### config.mk
export PLATFORM = sky130hd
export DESIGN_NAME = uart_xcvr_core
export DESIGN_NICKNAME = d
export VERILOG_FILES = /design/src/rtl/uart_xcvr_core.sv
export SDC_FILE = /design/constraint.sdc
export NUM_CORES = 1
export LEC_CHECK = 0
export ABC_AREA = 1
export BUFFER_PORTS_ARGS = -buffer_cell sky130_fd_sc_hd__buf_2
export CORE_ASPECT_RATIO = 1.75
export CORE_MARGIN = 8
export CORE_UTILIZATION = 35
export CTS_CLUSTER_DIAMETER = 80
export DETAILED_ROUTE_END_ITERATION = 10
export PLACE_DENSITY = 0.57
export SLEW_MARGIN = 20
export SYNTH_ARGS = -nofsm -noshare
export SYNTH_HDL_FRONTEND = slang
export SYNTH_SLANG_ARGS = --single-unit
### constraint.sdc
create_clock -name clk_i -period 4.4 [get_ports clk_i]
set_clock_uncertainty 0.05 [all_clocks]
set_input_delay 0.22 -clock clk_i [delete_from_list [all_inputs] [get_ports clk_i]]
set_output_delay 0.22 -clock clk_i [all_outputs]
set_load 0.02 [all_outputs]
### src/rtl/uart_xcvr_core.sv
// UART transceiver core: independent TX and RX channels sharing a runtime baud divider,
// with 3-sample majority voting, start-glitch rejection and frame/parity/overrun flags.
module uart_xcvr_core #(
  parameter int unsigned DataWidth  = 8,
  parameter int unsigned Oversample = 16,
  parameter int unsigned DivWidth   = 16,
  parameter int unsigned ParityEn   = 0,
  parameter int unsigned ParityOdd  = 0,
  parameter int unsigned StopBits   = 1
) (
  input  logic                 clk_i,
  input  logic                 rst_i,
  input  logic [DivWidth-1:0]  baud_div_i,
  input  logic                 tx_valid_i,
  output logic                 tx_ready_o,
  input  logic [DataWidth-1:0] tx_data_i,
  output logic                 tx_o,
  input  logic                 rx_i,
  output logic                 rx_valid_o,
  input  logic                 rx_ready_i,
  output logic [DataWidth-1:0] rx_data_o,
  output logic                 rx_parity_err_o,
  output logic                 rx_frame_err_o,
  output logic                 rx_overrun_o,
  output logic                 rx_glitch_o,
  output logic                 tx_idle_o,
  output logic                 rx_idle_o
);

  localparam int unsigned OW = $clog2(Oversample);
  localparam int unsigned BW = $clog2(DataWidth + 1);
  localparam logic [OW-1:0] OsLast   = OW'(Oversample - 1);
  localparam logic [OW-1:0] OsVote0  = OW'(Oversample / 2 - 1);
  localparam logic [OW-1:0] OsVote1  = OW'(Oversample / 2);
  localparam logic [OW-1:0] OsVote2  = OW'(Oversample / 2 + 1);
  localparam logic [BW-1:0] DataLast = BW'(DataWidth - 1);
  localparam logic [BW-1:0] StopLast = BW'(StopBits - 1);
  localparam logic          HasPar   = (ParityEn != 0);
  localparam logic          PolOdd   = (ParityOdd != 0);

  typedef enum logic [2:0] {S_IDLE, S_START, S_DATA, S_PARITY, S_STOP} state_e;

  // ---------------------------------------------------------------- TX
  state_e               r_tx_state, w_tx_state_d;
  logic [DivWidth-1:0]  r_tx_div, w_tx_div_d, r_tx_tick, w_tx_tick_d;
  logic [OW-1:0]        r_tx_os, w_tx_os_d;
  logic [BW-1:0]        r_tx_bit, w_tx_bit_d;
  logic [DataWidth-1:0] r_tx_shift, w_tx_shift_d;
  logic                 r_tx_par, w_tx_par_d, r_tx_o, w_tx_o_d;
  logic                 w_tx_tick, w_tx_bit_end;

  assign w_tx_tick    = (r_tx_tick == r_tx_div);
  assign w_tx_bit_end = w_tx_tick && (r_tx_os == OsLast);

  always_comb begin
    w_tx_state_d = r_tx_state;
    w_tx_div_d   = r_tx_div;
    w_tx_tick_d  = r_tx_tick;
    w_tx_os_d    = r_tx_os;
    w_tx_bit_d   = r_tx_bit;
    w_tx_shift_d = r_tx_shift;
    w_tx_par_d   = r_tx_par;
    w_tx_o_d     = r_tx_o;
    if (r_tx_state != S_IDLE) begin
      w_tx_tick_d = w_tx_tick ? '0 : r_tx_tick + 1'b1;
      if (w_tx_tick) w_tx_os_d = (r_tx_os == OsLast) ? '0 : r_tx_os + 1'b1;
    end
    // tx_o is registered from the next-state view so each level starts on the bit edge
    case (r_tx_state)
      S_IDLE: if (tx_valid_i) begin
        w_tx_state_d = S_START;
        w_tx_div_d   = baud_div_i;
        w_tx_tick_d  = '0;
        w_tx_os_d    = '0;
        w_tx_shift_d = tx_data_i;
        w_tx_par_d   = ^tx_data_i ^ PolOdd;
        w_tx_o_d     = 1'b0;
      end
      S_START: if (w_tx_bit_end) begin
        w_tx_state_d = S_DATA;
        w_tx_bit_d   = '0;
        w_tx_o_d     = r_tx_shift[0];
      end
      S_DATA: if (w_tx_bit_end) begin
        if (r_tx_bit == DataLast) begin
          w_tx_bit_d = '0;
          if (HasPar) begin
            w_tx_state_d = S_PARITY;
            w_tx_o_d     = r_tx_par;
          end else begin
            w_tx_state_d = S_STOP;
            w_tx_o_d     = 1'b1;
          end
        end else begin
          w_tx_bit_d   = r_tx_bit + 1'b1;
          w_tx_shift_d = r_tx_shift >> 1;
          w_tx_o_d     = r_tx_shift[1];
        end
      end
      S_PARITY: if (w_tx_bit_end) begin
        w_tx_state_d = S_STOP;
        w_tx_bit_d   = '0;
        w_tx_o_d     = 1'b1;
      end
      S_STOP: if (w_tx_bit_end) begin
        w_tx_o_d = 1'b1;
        if (r_tx_bit == StopLast) w_tx_state_d = S_IDLE;
        else                      w_tx_bit_d   = r_tx_bit + 1'b1;
      end
      default: w_tx_state_d = S_IDLE;
    endcase
  end

  always_ff @(posedge clk_i) begin
    if (rst_i) begin
      r_tx_state <= S_IDLE;
      r_tx_div   <= '0;
      r_tx_tick  <= '0;
      r_tx_os    <= '0;
      r_tx_bit   <= '0;
      r_tx_shift <= '0;
      r_tx_par   <= 1'b0;
      r_tx_o     <= 1'b1;
    end else begin
      r_tx_state <= w_tx_state_d;
      r_tx_div   <= w_tx_div_d;
      r_tx_tick  <= w_tx_tick_d;
      r_tx_os    <= w_tx_os_d;
      r_tx_bit   <= w_tx_bit_d;
      r_tx_shift <= w_tx_shift_d;
      r_tx_par   <= w_tx_par_d;
      r_tx_o     <= w_tx_o_d;
    end
  end

  assign tx_o       = r_tx_o;
  assign tx_ready_o = (r_tx_state == S_IDLE);
  assign tx_idle_o  = (r_tx_state == S_IDLE);

  // ---------------------------------------------------------------- RX
  state_e               r_rx_state, w_rx_state_d;
  logic                 r_rx_s1, r_rx_s2;
  logic [DivWidth-1:0]  r_rx_div, w_rx_div_d, r_rx_tick, w_rx_tick_d;
  logic [OW-1:0]        r_rx_os, w_rx_os_d;
  logic [BW-1:0]        r_rx_bit, w_rx_bit_d;
  logic [DataWidth-1:0] r_rx_shift, w_rx_shift_d, r_rx_data;
  logic [1:0]           r_rx_votes, w_rx_votes_d;
  logic                 r_rx_parbit, w_rx_parbit_d, r_rx_ferr, w_rx_ferr_d;
  logic                 r_rx_valid, r_rx_perr_o, r_rx_ferr_o, r_rx_ovr, r_rx_glitch;
  logic                 w_rx_tick, w_rx_bit_end, w_rx_vote, w_rx_vote_last, w_rx_maj;
  logic                 w_rx_done, w_rx_glitch, w_rx_perr;

  assign w_rx_tick      = (r_rx_tick == r_rx_div);
  assign w_rx_bit_end   = w_rx_tick && (r_rx_os == OsLast);
  assign w_rx_vote      = w_rx_tick && ((r_rx_os == OsVote0) || (r_rx_os == OsVote1));
  assign w_rx_vote_last = w_rx_tick && (r_rx_os == OsVote2);
  assign w_rx_maj       = (r_rx_votes[1] & r_rx_votes[0]) | (r_rx_votes[1] & r_rx_s2) |
                          (r_rx_votes[0] & r_rx_s2);
  assign w_rx_perr      = HasPar & (^r_rx_shift ^ PolOdd ^ r_rx_parbit);

  always_comb begin
    w_rx_state_d  = r_rx_state;
    w_rx_div_d    = r_rx_div;
    w_rx_tick_d   = r_rx_tick;
    w_rx_os_d     = r_rx_os;
    w_rx_bit_d    = r_rx_bit;
    w_rx_shift_d  = r_rx_shift;
    w_rx_votes_d  = r_rx_votes;
    w_rx_parbit_d = r_rx_parbit;
    w_rx_ferr_d   = r_rx_ferr;
    w_rx_done     = 1'b0;
    w_rx_glitch   = 1'b0;
    if (r_rx_state != S_IDLE) begin
      w_rx_tick_d = w_rx_tick ? '0 : r_rx_tick + 1'b1;
      if (w_rx_tick) w_rx_os_d = (r_rx_os == OsLast) ? '0 : r_rx_os + 1'b1;
      if (w_rx_vote) w_rx_votes_d = {r_rx_votes[0], r_rx_s2};
    end
    case (r_rx_state)
      S_IDLE: if (!r_rx_s2) begin
        w_rx_state_d = S_START;
        w_rx_div_d   = baud_div_i;
        w_rx_tick_d  = '0;
        w_rx_os_d    = '0;
        w_rx_ferr_d  = 1'b0;
      end
      S_START: begin
        if (w_rx_vote_last && w_rx_maj) begin
          w_rx_state_d = S_IDLE;
          w_rx_glitch  = 1'b1;
        end else if (w_rx_bit_end) begin
          w_rx_state_d = S_DATA;
          w_rx_bit_d   = '0;
        end
      end
      S_DATA: begin
        if (w_rx_vote_last) w_rx_shift_d = {w_rx_maj, r_rx_shift[DataWidth-1:1]};
        if (w_rx_bit_end) begin
          if (r_rx_bit == DataLast) begin
            w_rx_state_d = HasPar ? S_PARITY : S_STOP;
            w_rx_bit_d   = '0;
          end else begin
            w_rx_bit_d = r_rx_bit + 1'b1;
          end
        end
      end
      S_PARITY: begin
        if (w_rx_vote_last) w_rx_parbit_d = w_rx_maj;
        if (w_rx_bit_end) begin
          w_rx_state_d = S_STOP;
          w_rx_bit_d   = '0;
        end
      end
      // The last stop bit ends at its vote so a following start edge is not missed
      S_STOP: begin
        if (w_rx_vote_last) begin
          w_rx_ferr_d = r_rx_ferr | ~w_rx_maj;
          if (r_rx_bit == StopLast) begin
            w_rx_state_d = S_IDLE;
            w_rx_done    = 1'b1;
          end
        end else if (w_rx_bit_end) begin
          w_rx_bit_d = r_rx_bit + 1'b1;
        end
      end
      default: w_rx_state_d = S_IDLE;
    endcase
  end

  always_ff @(posedge clk_i) begin
    if (rst_i) begin
      r_rx_s1     <= 1'b1;
      r_rx_s2     <= 1'b1;
      r_rx_state  <= S_IDLE;
      r_rx_div    <= '0;
      r_rx_tick   <= '0;
      r_rx_os     <= '0;
      r_rx_bit    <= '0;
      r_rx_shift  <= '0;
      r_rx_votes  <= '0;
      r_rx_parbit <= 1'b0;
      r_rx_ferr   <= 1'b0;
      r_rx_data   <= '0;
      r_rx_valid  <= 1'b0;
      r_rx_perr_o <= 1'b0;
      r_rx_ferr_o <= 1'b0;
      r_rx_ovr    <= 1'b0;
      r_rx_glitch <= 1'b0;
    end else begin
      r_rx_s1     <= rx_i;
      r_rx_s2     <= r_rx_s1;
      r_rx_state  <= w_rx_state_d;
      r_rx_div    <= w_rx_div_d;
      r_rx_tick   <= w_rx_tick_d;
      r_rx_os     <= w_rx_os_d;
      r_rx_bit    <= w_rx_bit_d;
      r_rx_shift  <= w_rx_shift_d;
      r_rx_votes  <= w_rx_votes_d;
      r_rx_parbit <= w_rx_parbit_d;
      r_rx_ferr   <= w_rx_ferr_d;
      r_rx_glitch <= w_rx_glitch;
      r_rx_ovr    <= 1'b0;
      if (w_rx_done) begin
        if (r_rx_valid && !rx_ready_i) begin
          r_rx_ovr <= 1'b1;
        end else begin
          r_rx_valid  <= 1'b1;
          r_rx_data   <= w_rx_shift_d;
          r_rx_perr_o <= w_rx_perr;
          r_rx_ferr_o <= w_rx_ferr_d;
        end
      end else if (r_rx_valid && rx_ready_i) begin
        r_rx_valid <= 1'b0;
      end
    end
  end

  assign rx_valid_o      = r_rx_valid;
  assign rx_data_o       = r_rx_data;
  assign rx_parity_err_o = r_rx_perr_o;
  assign rx_frame_err_o  = r_rx_ferr_o;
  assign rx_overrun_o    = r_rx_ovr;
  assign rx_glitch_o     = r_rx_glitch;
  assign rx_idle_o       = (r_rx_state == S_IDLE);

endmodule

## Yosys cells after proc, flatten, opt, wreduce, memory -nomap -nowiden

Cells that the tools add are included.

- Input port bits: 29
- Register bits after elaboration: 120
- Output and inout bits: 17
- Logic and storage cells: 184

- Bitwise gates (word level): 11
- Mux-type cells: 71
- Reductions and logical operators: 35
- Equal/unequal tests: 39
- $add $sub $neg: 6

Operator list:

| operator | count |
|---|---|
| 2-to-1 mux 16 bit | 8 |
| 2-to-1 mux 4 bit | 21 |
| 2-to-1 mux 3 bit | 15 |
| 2-to-1 mux 8 bit | 5 |
| != test 2 bit (second input constant) | 19 |
| adder 16 x 1 -> 16 bit (second input constant) | 2 |
| == test 16 bit | 2 |
| one-hot mux 3 bit (5 select lines) | 2 |
| adder 4 x 1 -> 4 bit (second input constant) | 4 |
| == test 4 bit (second input constant) | 4 |
| one-hot mux 4 bit (4 select lines) | 1 |
| one-hot mux 8 bit (2 select lines) | 1 |
| 2-to-1 mux 1 bit | 15 |
| AND reduction 5 bit | 3 |
| AND reduction 7 bit | 2 |
| == test 3 x 2 -> 1 bit (second input constant) | 4 |
| == test 4 x 3 -> 1 bit (second input constant) | 3 |
| one-hot mux 4 bit (3 select lines) | 1 |
| AND reduction 2 bit | 5 |
| nonzero test 3 bit | 3 |
| logical NOT 4 bit | 2 |
| nonzero test 4 bit | 2 |
| OR reduction 2 bit | 4 |
| logical AND 1 bit | 7 |
| other kinds (14) | 27 |

## Longest topological paths before layout

Gate-level depths: netlist of the first run.

- Depth after elaboration: 7
- Depth in mapped cells: 15
- Gate-level depth less buffers: 15

## Least setup slack after synthesis of the first run

OpenSTA, ideal clock, no wires.

- Path kind: register -> register
- Start point: register r_tx_state[1]
- End point: register r_tx_shift[0]
- Clock period less this slack: 1748 ps
- Setup time: 132 ps
- Arrival: 1565 ps
- Path slack: 2652 ps
- Stages on the path, launching flop included: 11
- Cell sequence: dfxtp_1 nor2_1 inv_2 nor2_4 inv_2 nor2_4 inv_2 nand2_1 nand2_1 nand2_1 a21oi_1

- Cells in the longest elaborated chain, start to end: 3
- Elaborated cells on any way between the ends: 8

Ends and longest elaborated chain:

| element | RTL line | RTL |
|---|---|---|
| start, declared | 44 | `state_e r_tx_state, w_tx_state_d;` |
| start signal, assigned | 125 | `r_tx_state <= w_tx_state_d;` |
| logical NOT 3 bit (*) | - |  |
| net tx_idle_o | 26 | `output logic tx_idle_o,` |
| != test 2 bit (no source line) or nonzero test 2 bit (tied branches) | - |  |
| AND reduction 4 bit (no source line) | - |  |
| end signal, assigned | 130 | `r_tx_shift <= w_tx_shift_d;` |
| end, declared | 48 | `logic [DataWidth-1:0] r_tx_shift, w_tx_shift_d;` |

The timed path passes the listed nets; every way through them passes the cells marked *.
A chain may end at the register's enable or synchronous reset.

## Final worst setup path of the first run

- Start point: register r_tx_state[1]
- End point: register r_tx_shift[2]

- Cells in the longest elaborated chain, start to end: 3
- Elaborated cells on any way between the ends: 8

Ends and longest elaborated chain:

| element | RTL line | RTL |
|---|---|---|
| == test 3 x 2 -> 1 bit or logical NOT 3 bit (tied branches) | 69 | `case (r_tx_state)` |
| != test 2 bit (no source line) or nonzero test 2 bit (tied branches) | - |  |
| AND reduction 4 bit (no source line) | - |  |

Parallel ways exist; a longest one is shown, timed or not.

==> qor.txt, run 1 <==
outcome: finished, final reports clean
met2 wire length: 8480 um
CP max stage delay: 340 ps
max layer used: met4
fin cells: 1167
TritonCTS clock tree: done
post-synthesis simple-gate area fraction: 31.2%
reg-to-reg startpoint: r_tx_state[1]$_SDFFE_PP0P_
Logic pwr share: 18.3%
height of the die: 190 um
Worst setup startpoint: r_tx_state[1]$_SDFFE_PP0P_
die area: 21900 um^2
core outline area: 16900 um^2
Post-Route M1 WL: 5920 um
post-synthesis mux area share: 0%
number of global-route vias before repair: 5482
WS Path Type: flop to flop
met3 wire length: 475 um
final hold violation count: 0
CP endpoint kind: flop
Pleak: 2.98 nW
main combinational cell family by area after synthesis: simple AND/OR/NAND/NOR gates
Tot Pwr: 3.28 mW
Finish-stage setup viols: 0
Reg power frac: 37.0%
clock sink count: 120
pin count of the biggest net entering global routing: 65
Core Rows: 63
min cycle time layout: 2300 ps
worst ir drop on vdd: 0.263 mV
GPL Wtd Cong: 0.803
final wirelength: 15200 um
maximum clock path buffer count: 2
DP HPWL: 11200 um
first drt pass iteration count: 5
Switching Fraction: 30.3%
synthesis-to-finish area growth: 17.4%
initial antenna violation count: 0
Post-Synth Adder-Cell Area: 2.07%
syn nets: 923
max_slew headroom: 31.5%
count of input and output buffers: 44
Pins Over Slew Limit: 0
GRT Overall Usage: 14.9%
Root Buffer: clkbuf_16
WL/cell: 13.1 um
CP startpoint kind: flop
total negative slack: 0 ps
top_reg_cell synth: dfxtp_1
Cells after Synth: 884
total grt overflow: 0
CP cell instances: nor2_1 -> inv_2 -> nor2_4 -> inv_2 -> nor2_4 -> inv_2 -> nand2_1 -> nand2_1 -> nand2_1 -> a21oi_1
initial DRC count: 193
vias per cell: 4.70
Warnings, synthesis: 0
io pins: 46
critical-path maximum fanout: 27
#FFs+latches synth: 120
DRC violation count after routing: 0
commonest non-fill, non-tap cells in the layout: 217 x nand2_1, 120 x dfxtp_1, 109 x inv_1
actual slew at the worst max-slew pin: 1020 ps
commonest non-fill, non-tap cell in the layout: nand2_1
hold slack: 13.3 ps
first-pass GRT wire length: 25600 um
die width: 115 um
Netlist Area Pre-Place: 6030 um^2
fmax: 434 MHz
Seq/Total Area, Yosys: 39.8%
maxcap violations: 0
fin nets: 966
dpl cells: 1132
r2r worst-path depth: 10
WP data required: 4620 ps
Worst-path clk slew: 50 ps
layout cell share with drive strength beyond 1: 13.2%
Via Count: 5483
endpoint arrival time on the critical path: 2520 ps
FFs w/ async S/R, synth: 0%
Net Sw Power: 993 uW
RSZ-0062 raised after global routing: no
HP Class: primary input to flop
Clk Latency, worst-skew pair: 410 ps
starting density of the core: 35.6%
Max H-tree Level: 4
critical path endpoint: r_tx_shift[2]$_SDFFE_PP0P_
PwrDens: 463 nW/um^2
reg-to-reg setup timing slack: 2100 ps
Post-Synth XOR/XNOR Area: 3.05%
RR Endpoint: r_tx_shift[2]$_SDFFE_PP0P_
Crit-path slowest cell: dfxtp_1
Syn Area/Cell: 6.83 um^2
Routed Antenna Nets: 0
fin crit share: 52.3%
P_int: 2.29 mW
TritonCTS buffer count: 17
Netlist cell types: 44
Post-synth EDFFs: 0
Setup Fix Bufs, Post-CTS: 0
Ant. Diodes: 0
Clk network pwr share: 44.6%
Synth Area in Compound Gates: 14.1%
==> how the worst min path moves through the flow <==
stage                        startpoint                       end  slack (ps)  cells after the start
final                     baud_div_i[9]  r_tx_div[9]$_SDFFE_PP0P_          10                      3
after global routing      baud_div_i[9]  r_tx_div[9]$_SDFFE_PP0P_           9                      3
after CTS                 baud_div_i[9]  r_tx_div[9]$_SDFFE_PP0P_           6                      3
after detailed placement           rx_i        r_rx_s1$_SDFF_PP1_         360                      2
after global placement             rx_i        r_rx_s1$_SDFF_PP1_         350                      2
after floorplan                    rx_i        r_rx_s1$_SDFF_PP1_         270                      1
==> layer usage <==
metal,track usage [%],vias up
li1,-,2903
met1,14.0,2484
met2,28.7,76
met3,3.59,20
met4,7.27,0
met5,0,-
==> kinds of logic (layout without fill, tap and decap cells) <==
kind of cell | Yosys count | in the layout
compound gates | 157 | 157
xor+xnor | 21 | 21
fa+ha+maj | 10 | 10
buf+inv | 146 | 202
flops | 120 | 120
other cells | 1 | 1
simple gates | 429 | 429
==> area by class of cell <==
type	instances	area, um^2
Tap cell	227	284
Timing Repair Buffer	50	273
Clock buffer	21	480
Multi-Input combinational cell	618	3050
Sequential cell	120	2400
Clock inverter	11	144
Inverter	120	455
Fill cell	1806	9860
==> power groups by stage <==
| stage | Sequential (mW) | Combinational [mW] | Clock (mW) |
|---|---|---|---|
| after floorplan | 1.22 | 0.459 | 0 |
| after global placement | 1.24 | 0.603 | 0 |
| after CTS | 1.21 | 0.611 | 1.50 |
| after detailed placement | 1.24 | 0.607 | 0 |
| final | 1.22 | 0.602 | 1.46 |
| after global routing | 1.23 | 0.682 | 1.54 |
==> critical path, delay by kind of cell, from the launching register on <==
kind | cells | cell delay [ps]
and+or+nand+nor | 6 | 1240
AOI/OAI and AO/OA | 1 | 60
buffers and inverters | 3 | 450
DFF | 1 | 340
==> cells in the mapped netlist (5+ instances only) <==
library cell / instances / area (um^2)
a21oi_1: 70 / 350
and3_1: 5 / 31.3
clkbuf_1: 16 / 60.1
dfxtp_1: 120 / 2400
ha_1: 10 / 125
inv_1: 109 / 409
inv_2: 9 / 33.8
nand2_1: 217 / 815
nand2_2: 7 / 43.8
nand3_1: 39 / 195
nand4_1: 14 / 87.6
nor2_1: 104 / 390
nor2_2: 8 / 50.1
nor2_4: 5 / 56.3
nor3_1: 12 / 60.1
o21ai_0: 64 / 320
o21ai_2: 7 / 61.3
xor2_1: 17 / 149
==> what timing repair did <==
item,CTS,global route
hold buffers,3,0
endpoints found under the hold margin,3,0
gates resized for setup,0,0
==> state kept, by name, summed over array words and instances, names as in the netlist, 4 cells and up <==
register and flops:
r_rx_div 16, r_tx_bit 4, r_rx_shift 8, r_tx_tick 16, r_tx_shift 8, r_tx_os 4, r_tx_div 16, rx_data_o 8
r_rx_bit 4, r_rx_tick 16, r_rx_os 4
==> stage by stage <==
stage | setup slack (ps) | utilization, % | area, um^2
final | 2100 | 41.8 | 7090
after global routing | 1820 | 41.8 | 7090
after CTS | 2040 | 41.8 | 7080
after detailed placement | 2050 | 37.9 | 6430
after global placement | 2010 | 37.9 | 6430
after floorplan | 2650 | - | 6030
Power figures use the tool's default switching activity.
==> run 2: changes to the inputs <==
- clock period: 4.4 -> 2.3 ns (I/O delays scaled with it)
==> run 2 against run 1 <==
Against the previous run:
- non-clock buffer count up 32
- power up 94%
- combinational power increased by 100%
- via count increased by 3.9%
- sequential power increased by 90%
- clock power is 92% higher
- routed wire length increased by 0.85%
- first-iteration DRC count fell by 11%
- die area unchanged
- count of clock-buffer cells in the layout grew 1
- critical path type unchanged
- largest cell class unchanged
==> qor.txt, run 2 (same netlist as run 1, synthesis figures left out) <==
Routed Antenna Nets: 0 (unchanged)
CP startpoint kind: flop (unchanged)
DRC violation count after routing: 0 (unchanged)
reg-to-reg setup timing slack: 260 ps (was 2100 ps)
io pins: 46 (unchanged)
height of the die: 190 um (unchanged)
total negative slack: 0 ps (unchanged)
dpl cells: 1149 (was 1132)
starting density of the core: 35.6% (unchanged)
endpoint arrival time on the critical path: 2270 ps (was 2520 ps)
Worst setup startpoint: r_tx_state[1]$_SDFFE_PP0P_ (unchanged)
outcome: finished, final reports clean (unchanged)
Multi-input gate area: 3050 um^2 (about the same)
Pins Over Slew Limit: 0 (unchanged)
GRT Overall Usage: 14.9% (about the same)
HP Class: primary input to flop (unchanged)
reg-to-reg startpoint: r_tx_state[1]$_SDFFE_PP0P_ (unchanged)
fin crit share: 88.6% (was 52.3%)
clock sink count: 120 (unchanged)
Finish-stage setup viols: 0 (unchanged)
RSZ-0062 raised after global routing: no (unchanged)
fin cells: 1198 (was 1167)
vias per cell: 4.75 (was 4.70)
total grt overflow: 0 (unchanged)
die width: 115 um (unchanged)
count of input and output buffers: 44 (unchanged)
TritonCTS buffer count: 17 (unchanged)
GPL Wtd Cong: 0.816 (was 0.803)
layout cell share with drive strength beyond 1: 14.2% (was 13.2%)
final hold violation count: 0 (unchanged)
Worst-path clk slew: 50 ps (about the same)
maxcap violations: 0 (unchanged)
commonest non-fill, non-tap cells in the layout: 217 x nand2_1, 120 x dfxtp_1, 109 x inv_1 (unchanged)
CP endpoint kind: flop (unchanged)
critical-path maximum fanout: 11 (was 27)
commonest non-fill, non-tap cell in the layout: nand2_1 (unchanged)
HP Start: baud_div_i[4] (was baud_div_i[9])
number of global-route vias before repair: 5702 (was 5482)
WS Path Type: flop to flop (unchanged)
final-layout fill cell count: 1797 (was 1806)
worst ir drop on vdd: 0.484 mV (was 0.263 mV)
Tot Pwr: 6.35 mW (was 3.28 mW)
fin nets: 998 (was 966)
initial antenna violation count: 0 (unchanged)
Via Count: 5695 (was 5483)
WL/cell: 12.8 um (was 13.1 um)
actual slew at the worst max-slew pin: 671 ps (was 1020 ps)
first drt pass iteration count: 5 (unchanged)
initial DRC count: 172 (was 193)
first-pass GRT wire length: 25900 um (was 25600 um)
Core Rows: 63 (unchanged)
core outline area: 16900 um^2 (unchanged)
register area: 2400 um^2 (unchanged)
Setup Fix Bufs, Post-CTS: 0 (unchanged)
max_slew headroom: 55.1% (was 31.5%)
Root Buffer: clkbuf_16 (unchanged)
fmax: 491 MHz (was 434 MHz)
Ant. Diodes: 0 (unchanged)
pin count of the biggest net entering global routing: 62 (was 65)
WP data required: 2540 ps (was 4620 ps)
maximum clock path buffer count: 2 (unchanged)
final wirelength: 15400 um (was 15200 um)
synthesis-to-finish area growth: 22.1% (was 17.4%)
TritonCTS clock tree: done (unchanged)
Clk Latency, worst-skew pair: 420 ps (was 410 ps)
die area: 21900 um^2 (unchanged)
Pleak: 3.13 nW (was 2.98 nW)
DP HPWL: 11500 um (was 11200 um)
PwrDens: 862 nW/um^2 (was 463 nW/um^2)
Max H-tree Level: 4 (unchanged)
Final Util: 43.5% (was 41.8%)
min cycle time layout: 2040 ps (was 2300 ps)
## run 2: cell count changes in the layout (fill, tap and decap cells not counted)
cell           before  now
bufinv_16           3    4
inv_6               2    1
clkbuf_1            0    3
clkinvlp_4          4    1
clkinv_2            3    4
clkbuf_8            4    2
buf_12              0    1
buf_4               3   19
nor2_2              9   10
nor2_1            103  102
dlygate4sd3_1       3   18
## run 2: power by group
| part | internal, mW | leakage (nW) | switching (mW) | total, mW |
|---|---|---|---|---|
| Sequential | 2.22 | 0.975 | 0.107 | 2.32 |
| Combinational | 0.403 | 1.86 | 0.826 | 1.23 |
| Clock | 1.86 | 0.300 | 0.942 | 2.80 |
## run 2: cell type report
class | count | share of cell area, %
multi-input cells | 618 | 41.4
flip-flops and latches | 120 | 32.6
repair buffers | 82 | 7.64
clock buffers | 22 | 6.30
inverters | 120 | 6.18
well taps | 227 | 3.86
clock inverters | 9 | 2.00
## run 2: final timing paths
path / endpoint / cells past startpoint
setup / recovery: r_tx_shift[6]$_SDFFE_PP0P_ / 7
hold / removal: r_tx_div[4]$_SDFFE_PP0P_ / 3
setup reg to reg: r_tx_shift[6]$_SDFFE_PP0P_ / 7
hold reg to reg: r_rx_s2$_SDFF_PP1_ / 1
## run 2: through the flow
step / worst slack [ps] / instance area (um^2) / hold WS, ps
2_1_floorplan: 552 / 6030 / 169
3_3_place_gp: 135 / 6570 / 253
3_5_place_dp: 112 / 6570 / 255
4_1_cts: 84.9 / 7360 / 2.56
5_1_grt: 12.5 / 7370 / 16.8
6_report: 262 / 7370 / 11.4
## run 2: per-layer routing
metal | up-vias | routed length (um) | GRT usage [%]
li1 | 2982 | - | -
met5 | - | 0 | 0
met4 | 0 | 454 | 7.83
met1 | 2598 | 5870 | 13.9
met2 | 86 | 8690 | 29.5
met3 | 29 | 357 | 2.60
## run 2: worst max-delay path, cell delays in order (launching register included)
cell     delay, ps
dfxtp_1        400
nand2_1         90
nor2_1         520
nand2_1        140
nand2_1        270
nand2_1        260
nand2_1        120
a21oi_1         60
## run 2: what timing repair did
| action | CTS | global route |
|---|---|---|
| hold buffers | 18 | 0 |
| setup endpoints to repair | 0 | 12 |
| resized for setup | 0 | 2 |
| endpoints found under the hold margin | 32 | 0 |
==> run 3: changes to the inputs <==
- ABC_AREA: 1 -> not set
==> run 3 against run 2 <==
Against the previous run:
- setup slack lost 120 ps
- sequential power is 6% lower
- first-iteration DRC count grew 47%
- sequential cell count unchanged
- critical path type unchanged
- via count is 0.23% lower
- power fell by 14%
- hold slack gained 34 ps
- cell count down 11%
- largest power group unchanged
- largest cell class unchanged
- clock power decreased by 5%
- synthesized cell count shrank 15%
==> qor.txt, run 3 <==
Post-Synth XOR/XNOR Area: 6.26% (was 3.05%)
Setup Fix Bufs, Post-CTS: 0 (unchanged)
endpoint arrival time on the critical path: 2410 ps (was 2270 ps)
Post-Synth Adder-Cell Area: 2.20% (was 2.07%)
Seq/Total Area, Yosys: 39.0% (was 39.8%)
design area: 7580 um^2 (was 7370 um^2)
final wirelength: 16900 um (was 15400 um)
Final Util: 43.6% (was 43.5%)
Finish-stage setup viols: 0 (unchanged)
fmax: 464 MHz (was 491 MHz)
final hold violation count: 0 (unchanged)
main combinational cell family by area after synthesis: simple AND/OR/NAND/NOR gates (unchanged)
post-synthesis mux area share: 3.99% (was 0%)
first drt pass iteration count: 5 (unchanged)
DP HPWL: 12200 um (was 11500 um)
layout cell share with drive strength beyond 1: 18.2% (was 14.2%)
actual slew at the worst max-slew pin: 802 ps (was 671 ps)
first-pass GRT wire length: 27800 um (was 25900 um)
area of placed instances: 6780 um^2 (was 6570 um^2)
TritonCTS clock tree: done (unchanged)
Routed Antenna Nets: 0 (unchanged)
starting density of the core: 35.4% (was 35.6%)
met2 wire length: 9430 um (was 8690 um)
number of global-route vias before repair: 5588 (was 5702)
fin crit share: 93.7% (was 88.6%)
met3 wire length: 486 um (was 357 um)
vias per cell: 5.32 (was 4.75)
syn nets: 788 (was 923)
die area: 22200 um^2 (was 21900 um^2)
CP endpoint kind: flop (unchanged)
max layer used: met4 (unchanged)
#FFs+latches synth: 120 (unchanged)
initial antenna violation count: 0 (unchanged)
CP startpoint kind: flop (unchanged)
WP data required: 2560 ps (was 2540 ps)
Tot Pwr: 5.47 mW (was 6.35 mW)
Cells after Synth: 749 (was 884)
count leader, synth: dfxtp_1 (was nand2_1)
Post-synth EDFFs: 0 (unchanged)
max_slew headroom: 46.3% (was 55.1%)
Netlist Area Pre-Place: 6150 um^2 (was 6030 um^2)
maximum clock path buffer count: 2 (unchanged)
Warnings, synthesis: 0 (unchanged)
height of the die: 191 um (was 190 um)
pin count of the biggest net entering global routing: 39 (was 62)
GRT Overall Usage: 15.9% (was 14.9%)
commonest non-fill, non-tap cells in the layout: 120 x dfxtp_1, 104 x nand2_1, 69 x a21oi_1 (was 217 x nand2_1, 120 x dfxtp_1, 109 x inv_1)
Netlist cell types: 69 (was 44)
top post-synthesis cells by area: dfxtp_1 39%, nand2_1 6.3%, xor2_1 5.8% (was dfxtp_1 40%, nand2_1 13%, inv_1 6.8%)
Max H-tree Level: 4 (unchanged)
cell taking the most area after synthesis: dfxtp_1 (unchanged)
Pins Over Slew Limit: 0 (unchanged)
total negative slack: 0 ps (unchanged)
PwrDens: 723 nW/um^2 (was 862 nW/um^2)
Synth Area in Compound Gates: 17.7% (was 14.1%)
GPL Wtd Cong: 0.882 (was 0.816)
WS Path Type: flop to flop (unchanged)
Syn Area/Cell: 8.22 um^2 (was 6.83 um^2)
RSZ-0062 raised after global routing: no (unchanged)
Clk Latency, worst-skew pair: 410 ps (was 420 ps)
Ant. Diodes: 0 (unchanged)
Core Rows: 64 (was 63)
Via Count: 5682 (was 5695)
top_reg_cell synth: dfxtp_1 (unchanged)
io pins: 46 (unchanged)
worst ir drop on vdd: 0.368 mV (was 0.484 mV)
critical-path maximum fanout: 21 (was 11)
synth cell count leaders: 120 x dfxtp_1, 104 x nand2_1, 69 x a21oi_1 (was 217 x nand2_1, 120 x dfxtp_1, 109 x inv_1)
maxcap violations: 0 (unchanged)
post-synthesis simple-gate area fraction: 24.5% (was 31.2%)
hold slack: 45.6 ps (was 11.4 ps)
initial DRC count: 253 (was 172)
count of input and output buffers: 44 (unchanged)
clock sink count: 120 (unchanged)
Post-Route M1 WL: 6460 um (was 5870 um)
Synth top area share: 39.0% (was 39.8%)
Root Buffer: clkbuf_16 (unchanged)
commonest non-fill, non-tap cell in the layout: dfxtp_1 (was nand2_1)
min cycle time layout: 2150 ps (was 2040 ps)
core outline area: 17400 um^2 (was 16900 um^2)
DRC violation count after routing: 0 (unchanged)
die width: 116 um (was 115 um)
Pleak: 3.05 nW (was 3.13 nW)
Worst-path clk slew: 60 ps (was 50 ps)
synthesis-to-finish area growth: 23.1% (was 22.1%)
outcome: finished, final reports clean (unchanged)
fin nets: 863 (was 998)
FFs w/ async S/R, synth: 0% (unchanged)
total grt overflow: 0 (unchanged)
HP Class: primary input to flop (unchanged)
WL/cell: 15.9 um (was 12.8 um)
TritonCTS buffer count: 17 (unchanged)
run 3: cell types whose count changed after synthesis, moves of 9 or more:
cell,before,now
a31oi_1,2,11
o21ai_0,64,31
nand4_1,14,26
nor4_1,3,17
clkbuf_1,16,30
nor2_1,104,44
inv_1,109,22
mux2i_1,0,14
nand2_1,217,104
xor2_1,17,41
buf_2,3,17
run 3: metal layers:
metal | vias up | track usage (%)
li1 | 2828 | -
met1 | 2692 | 15.9
met2 | 129 | 29.2
met3 | 33 | 3.42
met4 | 0 | 8.83
met5 | - | 0
run 3: cell type report:
class                           instances  area [um^2]
Clock inverter                         13          149
Inverter                               24         90.1
Fill cell                            1785         9800
Clock buffer                           19          443
Sequential cell                       120         2400
Timing Repair Buffer                  112          822
Tap cell                              231          289
Multi-Input combinational cell        549         3380
run 3: report_power, final:
part	total [mW]	switching, mW	internal [mW]
logic	0.658	0.401	0.257
clock network	2.65	1.02	1.63
registers	2.17	0.0391	2.13
total	5.47	1.46	4.02
run 3: final timing paths:
| path | start | slack (ps) | cells after the start | to |
|---|---|---|---|---|
| setup / recovery | r_tx_tick[12]$_SDFF_PP0_ | 150 | 6 | r_tx_bit[3]$_SDFFE_PP0P_ |
| hold / removal | rst_i | 50 | 2 | r_tx_div[15]$_SDFFE_PP0P_ |
| setup reg to reg | r_tx_tick[12]$_SDFF_PP0_ | 150 | 6 | r_tx_bit[3]$_SDFFE_PP0P_ |
| hold reg to reg | r_rx_s1$_SDFF_PP1_ | 370 | 1 | r_rx_s2$_SDFF_PP1_ |
run 3: cell families after synthesis:
family / count (synthesis)
multiplexers: 21
XOR/XNOR: 44
AND/OR/NAND/NOR: 299
buffers and inverters: 80
AO/OA/AOI/OAI: 173
other: 1
adder cells (fa/ha/maj): 11
flip-flops: 120
run 3: stage by stage:
stage               setup WS [ps]  instances
CTS                          95.5       1068
detailed placement           84.7       1017
floorplan                     348        749
global placement              145       1017
global route                 12.1       1068
finish                        145       1068
run 3: what timing repair did:
item	4_1_cts	5_1_grt
resized for setup	0	3
endpoints found under the hold margin	36	0
hold buffers	19	0
setup endpoints to repair	0	16
run 3: critical path: stages (launching register included):
cell      delay [ps]
dfxtp_1          340
xor2_1           160
nor4_2           380
nand4_1          250
buf_6            230
a2111o_1         380
a32o_1           250
